--- config.mk ---
export PLATFORM = sky130hd
export DESIGN_NAME = decode_ctrl
export DESIGN_NICKNAME = d
export VERILOG_FILES = /design/src/rtl/decode_ctrl.sv
export SDC_FILE = /design/constraint.sdc
export NUM_CORES = 1
export LEC_CHECK = 0
export BUFFER_PORTS_ARGS = -buffer_cell sky130_fd_sc_hd__buf_2
export CELL_PAD_IN_SITES_DETAIL_PLACEMENT = 1
export CELL_PAD_IN_SITES_GLOBAL_PLACEMENT = 1
export CORE_MARGIN = 1
export CORE_UTILIZATION = 35
export CTS_CLUSTER_DIAMETER = 120
export DETAILED_ROUTE_END_ITERATION = 8
export PLACE_DENSITY = 0.75
export SLEW_MARGIN = 20
export SYNTH_ARGS = -nofsm -noshare
export SYNTH_HDL_FRONTEND = slang
export SYNTH_SLANG_ARGS = --single-unit
--- constraint.sdc ---
create_clock -name clk -period 3 [get_ports clk]
set_clock_uncertainty 0.1 [all_clocks]
set_input_delay 0.15 -clock clk [delete_from_list [all_inputs] [get_ports clk]]
set_output_delay 0.15 -clock clk [all_outputs]
set_load 0.02 [all_outputs]
--- src/rtl/decode_ctrl.sv ---
// decode_ctrl: MVB receive control. Oversamples the line at 16 clk/bit and
// resynchronises on every edge. It finds the master or slave start delimiter,
// Manchester-decodes 16-bit words, checks the CRC-7 + parity field after
// every group of up to 4 words, then verifies the NL end delimiter.
// Optional macro DECODE_CRC_CHECK_EN: when defined, the check field is
// compared. When undefined, the field is still consumed and Manchester-checked,
// and crc_ok always reads 1.
module decode_ctrl #(
  parameter logic [17:0] MASTER_SD = 18'b10_11_00_01_11_00_01_01_01,
  parameter logic [17:0] SLAVE_SD  = 18'b10_10_10_00_11_10_00_11_10,
  parameter int          MAX_WORDS = 16,
  parameter int          IDLE_CLKS = 32
) (
  input  logic        clk,
  input  logic        rst,
  input  logic        line_in,
  input  logic [6:0]  slave_words,
  output logic        decode_over,
  output logic        frame_start,
  output logic [1:0]  frame_type,
  output logic [15:0] word_data,
  output logic        word_valid,
  output logic [6:0]  word_count,
  output logic        crc_valid,
  output logic        crc_ok,
  output logic        frame_over,
  output logic        frame_err,
  output logic [2:0]  err_code
);

  localparam int            IW        = $clog2(IDLE_CLKS + 1);
  localparam logic [IW-1:0] IDLE_LAST = IW'(IDLE_CLKS - 1);
  localparam logic [6:0]    CRC_POLY  = 7'h65;  // x^7+x^6+x^5+x^2+1

  typedef enum logic [2:0] {
    S_IDLE, S_DATA, S_CHECK, S_END, S_DONE, S_ERROR
  } state_t;

  state_t r_state, w_state_nx;

  logic [1:0]    r_sync;
  logic          r_prev;
  logic [2:0]    r_phase;
  logic [IW-1:0] r_idle;
  logic [16:0]   r_win;
  logic          r_hsel, r_h0, r_act;
  logic [3:0]    r_bitcnt;
  logic [14:0]   r_shift;
  logic [6:0]    r_crc, r_chk, r_exp;
  logic          r_par;

  logic          w_line, w_edge, w_samp, w_idle_to;
  logic [17:0]   w_win_nx;
  logic          w_mmatch, w_smatch, w_sw_ok;
  logic          w_hb_done, w_pair_ok, w_bit, w_sym, w_fb;
  logic [6:0]    w_crc_nx, w_cnt_nx;
  logic [7:0]    w_rx_field, w_exp_field;
  logic          w_cmp_ok;
  logic          w_start, w_wvld, w_cvld, w_cok, w_err;
  logic [1:0]    w_ftype;
  logic [2:0]    w_ecode;

  assign w_line    = r_sync[1];
  assign w_edge    = w_line ^ r_prev;
  assign w_samp    = (r_phase == 3'd4);
  assign w_idle_to = (r_idle == IDLE_LAST) && !w_edge;
  assign w_win_nx  = {r_win, w_line};
  assign w_mmatch  = w_samp && (w_win_nx == MASTER_SD);
  assign w_smatch  = w_samp && (w_win_nx == SLAVE_SD);
  assign w_sw_ok   = ((slave_words == 7'd1) || (slave_words == 7'd2) ||
                      (slave_words == 7'd4) || (slave_words == 7'd8) ||
                      (slave_words == 7'd16)) && (int'(slave_words) <= MAX_WORDS);

  // Second half of a bit-time: the pair 10 is a 1 and the pair 01 is a 0.
  assign w_hb_done = w_samp && r_hsel;
  assign w_pair_ok = r_h0 ^ w_line;
  assign w_bit     = r_h0;
  assign w_sym     = w_hb_done && w_pair_ok;
  assign w_cnt_nx  = word_count + 7'd1;

  assign w_fb        = w_bit ^ r_crc[6];
  assign w_crc_nx    = {r_crc[5:0], 1'b0} ^ (w_fb ? CRC_POLY : 7'h00);
  assign w_rx_field  = {r_chk, w_bit};
  assign w_exp_field = {r_crc, r_par ^ (^r_crc)};
  assign w_cmp_ok    = (w_rx_field == w_exp_field);

  // State register
  always_ff @(posedge clk) begin
    if (!rst) r_state <= S_IDLE;
    else      r_state <= w_state_nx;
  end

  // Next state and per-clock event strobes
  always_comb begin
    w_state_nx = r_state;
    w_start    = 1'b0;
    w_ftype    = frame_type;
    w_wvld     = 1'b0;
    w_cvld     = 1'b0;
    w_cok      = 1'b0;
    w_err      = 1'b0;
    w_ecode    = 3'd0;
`ifdef DECODE_CRC_CHECK_EN
    w_cok = w_cmp_ok;
`else
    // The comparison is still formed; only its result is overridden.
    w_cok = w_cmp_ok | 1'b1;
`endif
    case (r_state)
      S_IDLE: begin
        if (w_mmatch) begin
          w_start    = 1'b1;
          w_ftype    = 2'b01;
          w_state_nx = S_DATA;
        end else if (w_smatch) begin
          w_start = 1'b1;
          w_ftype = 2'b10;
          if (w_sw_ok) w_state_nx = S_DATA;
          else begin w_state_nx = S_ERROR; w_err = 1'b1; w_ecode = 3'd5; end
        end
      end
      // A 00/11 pair counts as a violation only if the line moved during it.
      // A completely quiet bit-time is silence and is left to the timeout.
      S_DATA: begin
        if (w_idle_to) begin
          w_state_nx = S_ERROR; w_err = 1'b1; w_ecode = 3'd4;
        end else if (w_hb_done) begin
          if (w_pair_ok) begin
            if (r_bitcnt == 4'd15) begin
              w_wvld = 1'b1;
              if ((w_cnt_nx[1:0] == 2'b00) || (w_cnt_nx == r_exp)) w_state_nx = S_CHECK;
            end
          end else if (r_act || w_edge) begin
            w_state_nx = S_ERROR; w_err = 1'b1; w_ecode = 3'd1;
          end
        end
      end
      S_CHECK: begin
        if (w_idle_to) begin
          w_state_nx = S_ERROR; w_err = 1'b1; w_ecode = 3'd4;
        end else if (w_hb_done) begin
          if (w_pair_ok) begin
            if (r_bitcnt == 4'd7) begin
              w_cvld = 1'b1;
              if (!w_cok) begin
                w_state_nx = S_ERROR; w_err = 1'b1; w_ecode = 3'd2;
              end else begin
                w_state_nx = (word_count == r_exp) ? S_END : S_DATA;
              end
            end
          end else if (r_act || w_edge) begin
            w_state_nx = S_ERROR; w_err = 1'b1; w_ecode = 3'd1;
          end
        end
      end
      S_END: begin
        if (w_idle_to) begin
          w_state_nx = S_ERROR; w_err = 1'b1; w_ecode = 3'd4;
        end else if (w_hb_done) begin
          if (!r_h0 && !w_line) w_state_nx = S_DONE;
          else begin w_state_nx = S_ERROR; w_err = 1'b1; w_ecode = 3'd3; end
        end
      end
      S_DONE:  w_state_nx = S_IDLE;
      S_ERROR: if (w_idle_to) w_state_nx = S_IDLE;
      default: w_state_nx = S_IDLE;
    endcase
  end

  // Line sampling, bit assembly, CRC accumulation and registered outputs
  always_ff @(posedge clk) begin
    if (!rst) begin
      r_sync      <= '0;
      r_prev      <= 1'b0;
      r_phase     <= '0;
      r_idle      <= '0;
      r_win       <= '0;
      r_hsel      <= 1'b0;
      r_h0        <= 1'b0;
      r_act       <= 1'b0;
      r_bitcnt    <= '0;
      r_shift     <= '0;
      r_crc       <= '0;
      r_chk       <= '0;
      r_par       <= 1'b0;
      r_exp       <= '0;
      decode_over <= 1'b0;
      frame_start <= 1'b0;
      frame_type  <= '0;
      word_data   <= '0;
      word_valid  <= 1'b0;
      word_count  <= '0;
      crc_valid   <= 1'b0;
      crc_ok      <= 1'b0;
      frame_over  <= 1'b0;
      frame_err   <= 1'b0;
      err_code    <= '0;
    end else begin
      r_sync  <= {r_sync[0], line_in};
      r_prev  <= r_sync[1];
      r_phase <= w_edge ? 3'd0 : r_phase + 3'd1;
      // Quiet-time counter; restarted on entering ERROR so that the wait is
      // always a full quiet period.
      if (w_edge || w_err)          r_idle <= '0;
      else if (r_idle != IDLE_LAST) r_idle <= r_idle + IW'(1);

      frame_start <= w_start;
      frame_type  <= w_ftype;
      word_valid  <= w_wvld;
      crc_valid   <= w_cvld;
      crc_ok      <= w_cvld & w_cok;
      frame_over  <= (w_state_nx == S_DONE);
      frame_err   <= w_err;
      decode_over <= (w_state_nx != S_IDLE);
      if (w_err) err_code <= w_ecode;

      if (w_start) begin
        word_count <= '0;
        r_exp      <= w_mmatch ? 7'd1 : slave_words;
      end
      if (w_wvld) begin
        word_data  <= {r_shift, w_bit};
        word_count <= w_cnt_nx;
      end

      if (w_state_nx != S_IDLE) r_win <= '0;
      else if (w_samp)          r_win <= w_win_nx[16:0];

      if (w_samp) begin
        r_hsel <= ~r_hsel;
        if (!r_hsel) r_h0 <= w_line;
      end
      if (w_hb_done)   r_act <= 1'b0;
      else if (w_edge) r_act <= 1'b1;
      if (w_sym) begin
        r_bitcnt <= r_bitcnt + 4'd1;
        r_shift  <= {r_shift[13:0], w_bit};
      end

      // The CRC and parity restart at every group start.
      if ((r_state != S_DATA) && (w_state_nx == S_DATA)) begin
        r_crc <= '0;
        r_par <= 1'b0;
      end else if (w_sym && (r_state == S_DATA)) begin
        r_crc <= w_crc_nx;
        r_par <= r_par ^ w_bit;
      end
      if (w_sym && (r_state == S_CHECK)) r_chk <= {r_chk[5:0], w_bit};

      if (w_state_nx != r_state) begin
        r_hsel   <= 1'b0;
        r_bitcnt <= '0;
        r_act    <= 1'b0;
      end
    end
  end

endmodule

==> metrics.md <==
| Metric | Value |
|---|---|
| CTS Buffer Depth | 2 |
| R2R Setup Slk | 0.19 ns |
| Sinks on Clock Net | 95 |
| Clk_lat worst skew | between 0.3 and 0.4 ns |
| CP startpoint kind | register |
| Iter 0 DRT Violations | 201 |
| Vias | 3,869 |
| Worst Path Required | 3.16 ns |
| Rows | 40 |
| Die height | 113 µm |
| Synth top area share | 44.3% |
| Main synth FF type | dfxtp_1 |
| Post-synth EDFFs | 0 |
| Ys Warns | 0 |
| CTS tree | built |
| First drt pass iteration count | 4 |
| Total of max-cap violations | 0 |
| Post-layout min period | 2.81 ns |
| Critical path arrival | 2.97 ns |
| P&R area growth vs syn | 18.5% |
| Share of cells above drive strength 1 | around 17% |
| Width of the die | 113 µm |
| Io pins | between 40 and 50 |
| Largest net degree at the start of global routing | 50 |
| Final period util | 93.7% |
| HPWL Detailed | 8370 µm |
| Worst-margin pin slew | 0.872 ns |
| Drt wl/cell | 17.0 µm |
| Tot Pwr | 0.00251 W |
| Max Transition Viols Final | 0 |
| Fmax | about 360 MHz |
| GR Util All Layers | 19.9% |
| Final worst slack | between 0.15 and 0.2 ns |
| Die area | about 13,000 µm² |
| Worst-case reg-to-reg path depth | 8 |
| Layout Nets | 563 |
| Syn Nets | around 500 |
| Drt drc | 0 |
| R2r endpoint | r_act |
| Final hold violations | 0 |
| Worst setup path end | r_act |
| Cell Count, Final, Fillers Out | 699 |
| Clock slew at reported path FFs | around 0.070 ns |
| Setup bufs post-CTS | 0 |
| Final Setup Violations | 0 |
| Num CTS Buffers | 9 |
| Worst reg2reg path startpoint | r_phase[0] |
| Largest cells by area after synthesis | dfxtp_1 (44%), nand2_1 (6.9%), a21oi_1 (5.4%) |
| Core area | ~12,000 µm² |
| CP max FO | 6 |
| Filler instances | around 1,400 |
| Port bufs | 44 |
| Antenna violations before repair | 0 |
| FFs w/ async S/R, synth | 0% |
| Vias in the first global route | ~4,000 |
| Post-synth cell types | between 60 and 70 |
| Min-delay worst type | input pin to register |
| Final WL | 11,900 µm |
| Dpl cells | 677 |
| Syn Area/Cell | 8.66 µm² |
| Power Dens Cells | 492 nW/µm² |
| Final RePlAce weighted congestion | 0.840 |
| Mapped cell area | between 4000 and 5000 µm² |
| Root buf cell | clkbuf_16 |
| Status | completed |
| Setup CP Type | register to register |
| Max IR drop VDD | 0.295 mV |
| Worst slew margin | 41.1% |
| Routed Antenna Nets | 0 |
| Core Util, Final | 42.4% |
| Sequential share of the synthesized area | between 40% and 50% |
| CP startpoint | r_phase[0] |
| RSZ-0062 raised after global routing | no |
| Dpl ws | 0.194 ns |
| Critical Path Sink Type | register |
| Post-synthesis register bit count | 95 |
| ANT cells | 0 |
| Setup tns final | 0 ns |
| Initial Util | 35.8% |
| Vias per cell | about 5.5 |
| Global-route wire length before repair | ~20,000 µm |
| Yosys top cell by area | dfxtp_1 |
| Mapped Cells | ~500 |
| GRT overflow | 0 |
| H-tree depth | 3 |
| Pleak | 2.03 nW |
-- flip-flops by register name, indices dropped and copies added, names as in the netlist, 2 cells and up --
signal	flops
r_sync	2
r_shift	15
err_code	3
r_bitcnt	4
frame_type	2
word_count	7
r_phase	3
r_state	3
r_idle	6
r_win	17
word_data	16
r_exp	7
-- stage by stage --
step | instance area [µm²] | hold WS (ns)
global placement | 4730 | 0.269
floorplan | 4300 | 0.177
finish | 5090 | 0.0153
detailed placement | 4730 | 0.270
global route | 5090 | 0.0367
CTS | 5080 | 0.0137
-- cells by family (layout without fill, tap and decap cells) --
family / after synthesis / in the layout / share of synthesized area (%)
and+or+nand+nor: 207 / 207 / 24.8
AOI/OAI and AO/OA: 113 / 113 / 17.2
DFF: 95 / 95 / 44.3
buffers and inverters: 37 / 93 / 3.50
xor gates and xnor gates: 20 / 20 / 4.25
muxes: 18 / 18 / 4.19
adders and majority gates: 6 / 6 / 1.75
-- synthesized netlist by cell type (3+ instances only) --
library cell and count:
nor4bb_1 3, nor2_1 34, a211oi_1 6, o21a_1 4, nand3b_1 5, and4_1 5, dfxtp_1 95, nand4_1 4
nor2b_1 3, and3_1 3, or4_1 4, mux2i_1 18, inv_1 8, o211ai_1 4, a221oi_1 3, ha_1 6
nor3_1 12, clkbuf_1 23, a21oi_1 46, nand2b_1 3, buf_2 3, o21ai_0 18, and2_1 8, nand2_1 79
nand3_1 7, xor2_1 8, xnor2_1 11, a22oi_1 6, nor4_1 21
-- worst max-delay path, stage by stage (launching register included) --
cell and delay (ns):
dfxtp_1 0.36, inv_1 0.06, ha_1 0.26, and4_1 0.26
and4_1 0.23, o21a_1 0.13, a221o_1 0.28, or4_1 0.64
a2111oi_2 0.39
-- how the worst min path moves through the flow --
stage | start | to | slack [ns] | cells after the start
after detailed placement | line_in | r_sync[0] | 0.27 | 2
after global routing | slave_words[3] | r_exp[3] | 0.04 | 3
after CTS | slave_words[3] | r_exp[3] | 0.01 | 3
after global placement | line_in | r_sync[0] | 0.27 | 2
after floorplan | line_in | r_sync[0] | 0.18 | 1
final | slave_words[3] | r_exp[3] | 0.02 | 3
-- timing repair --
item / CTS / global route
gates resized for setup: 0 / 2
hold endpoints to repair: 6 / 0
setup endpoints to repair: 0 / 1
hold buffers: 6 / 0
-- cells in the final DEF, fill, tap and decap left out, types with 6 or more instances in the layout --
master / count
dfxtp_1: 95
o21ai_0: 18
inv_1: 8
dlygate4sd3_1: 6
buf_4: 19
clkbuf_16: 9
a21oi_1: 46
and2_1: 8
xor2_1: 8
mux2i_1: 18
nand3_1: 7
nor3_1: 11
nor2_1: 34
nand2_1: 79
a22oi_1: 6
xnor2_1: 11
buf_2: 44
a211oi_1: 6
nor4_1: 21
-- report_power, final --
group / internal (W) / switching, W
clock network: 0.000613 / 0.000518
registers: 0.00127 / 0.00000884
logic: 0.0000374 / 0.0000589
total: 0.00192 / 0.000585
-- final cells by class --
| type | instances | area [µm²] | share of cell area (%) |
|---|---|---|---|
| inverter | 8 | 30.0 | 0.590 |
| sequential | 95 | 1900 | 37.4 |
| clock buffer | 11 | 253 | 4.97 |
| clock inverter | 5 | 42.5 | 0.836 |
| tap | 147 | 184 | 3.61 |
| multi-input combinational | 364 | 2260 | 44.3 |
| timing repair buffer | 69 | 423 | 8.31 |
-- routing by layer --
layer	wire length, µm	share of wire (%)	GRT usage [%]	vias up
li1	-	-	-	1907
met1	5330	45	23.0	1880
met2	5910	50	35.2	57
met3	271	2.3	3.05	25
met4	356	3.0	10.8	0
met5	0	0	0	-
Power figures use the tool's default switching activity.
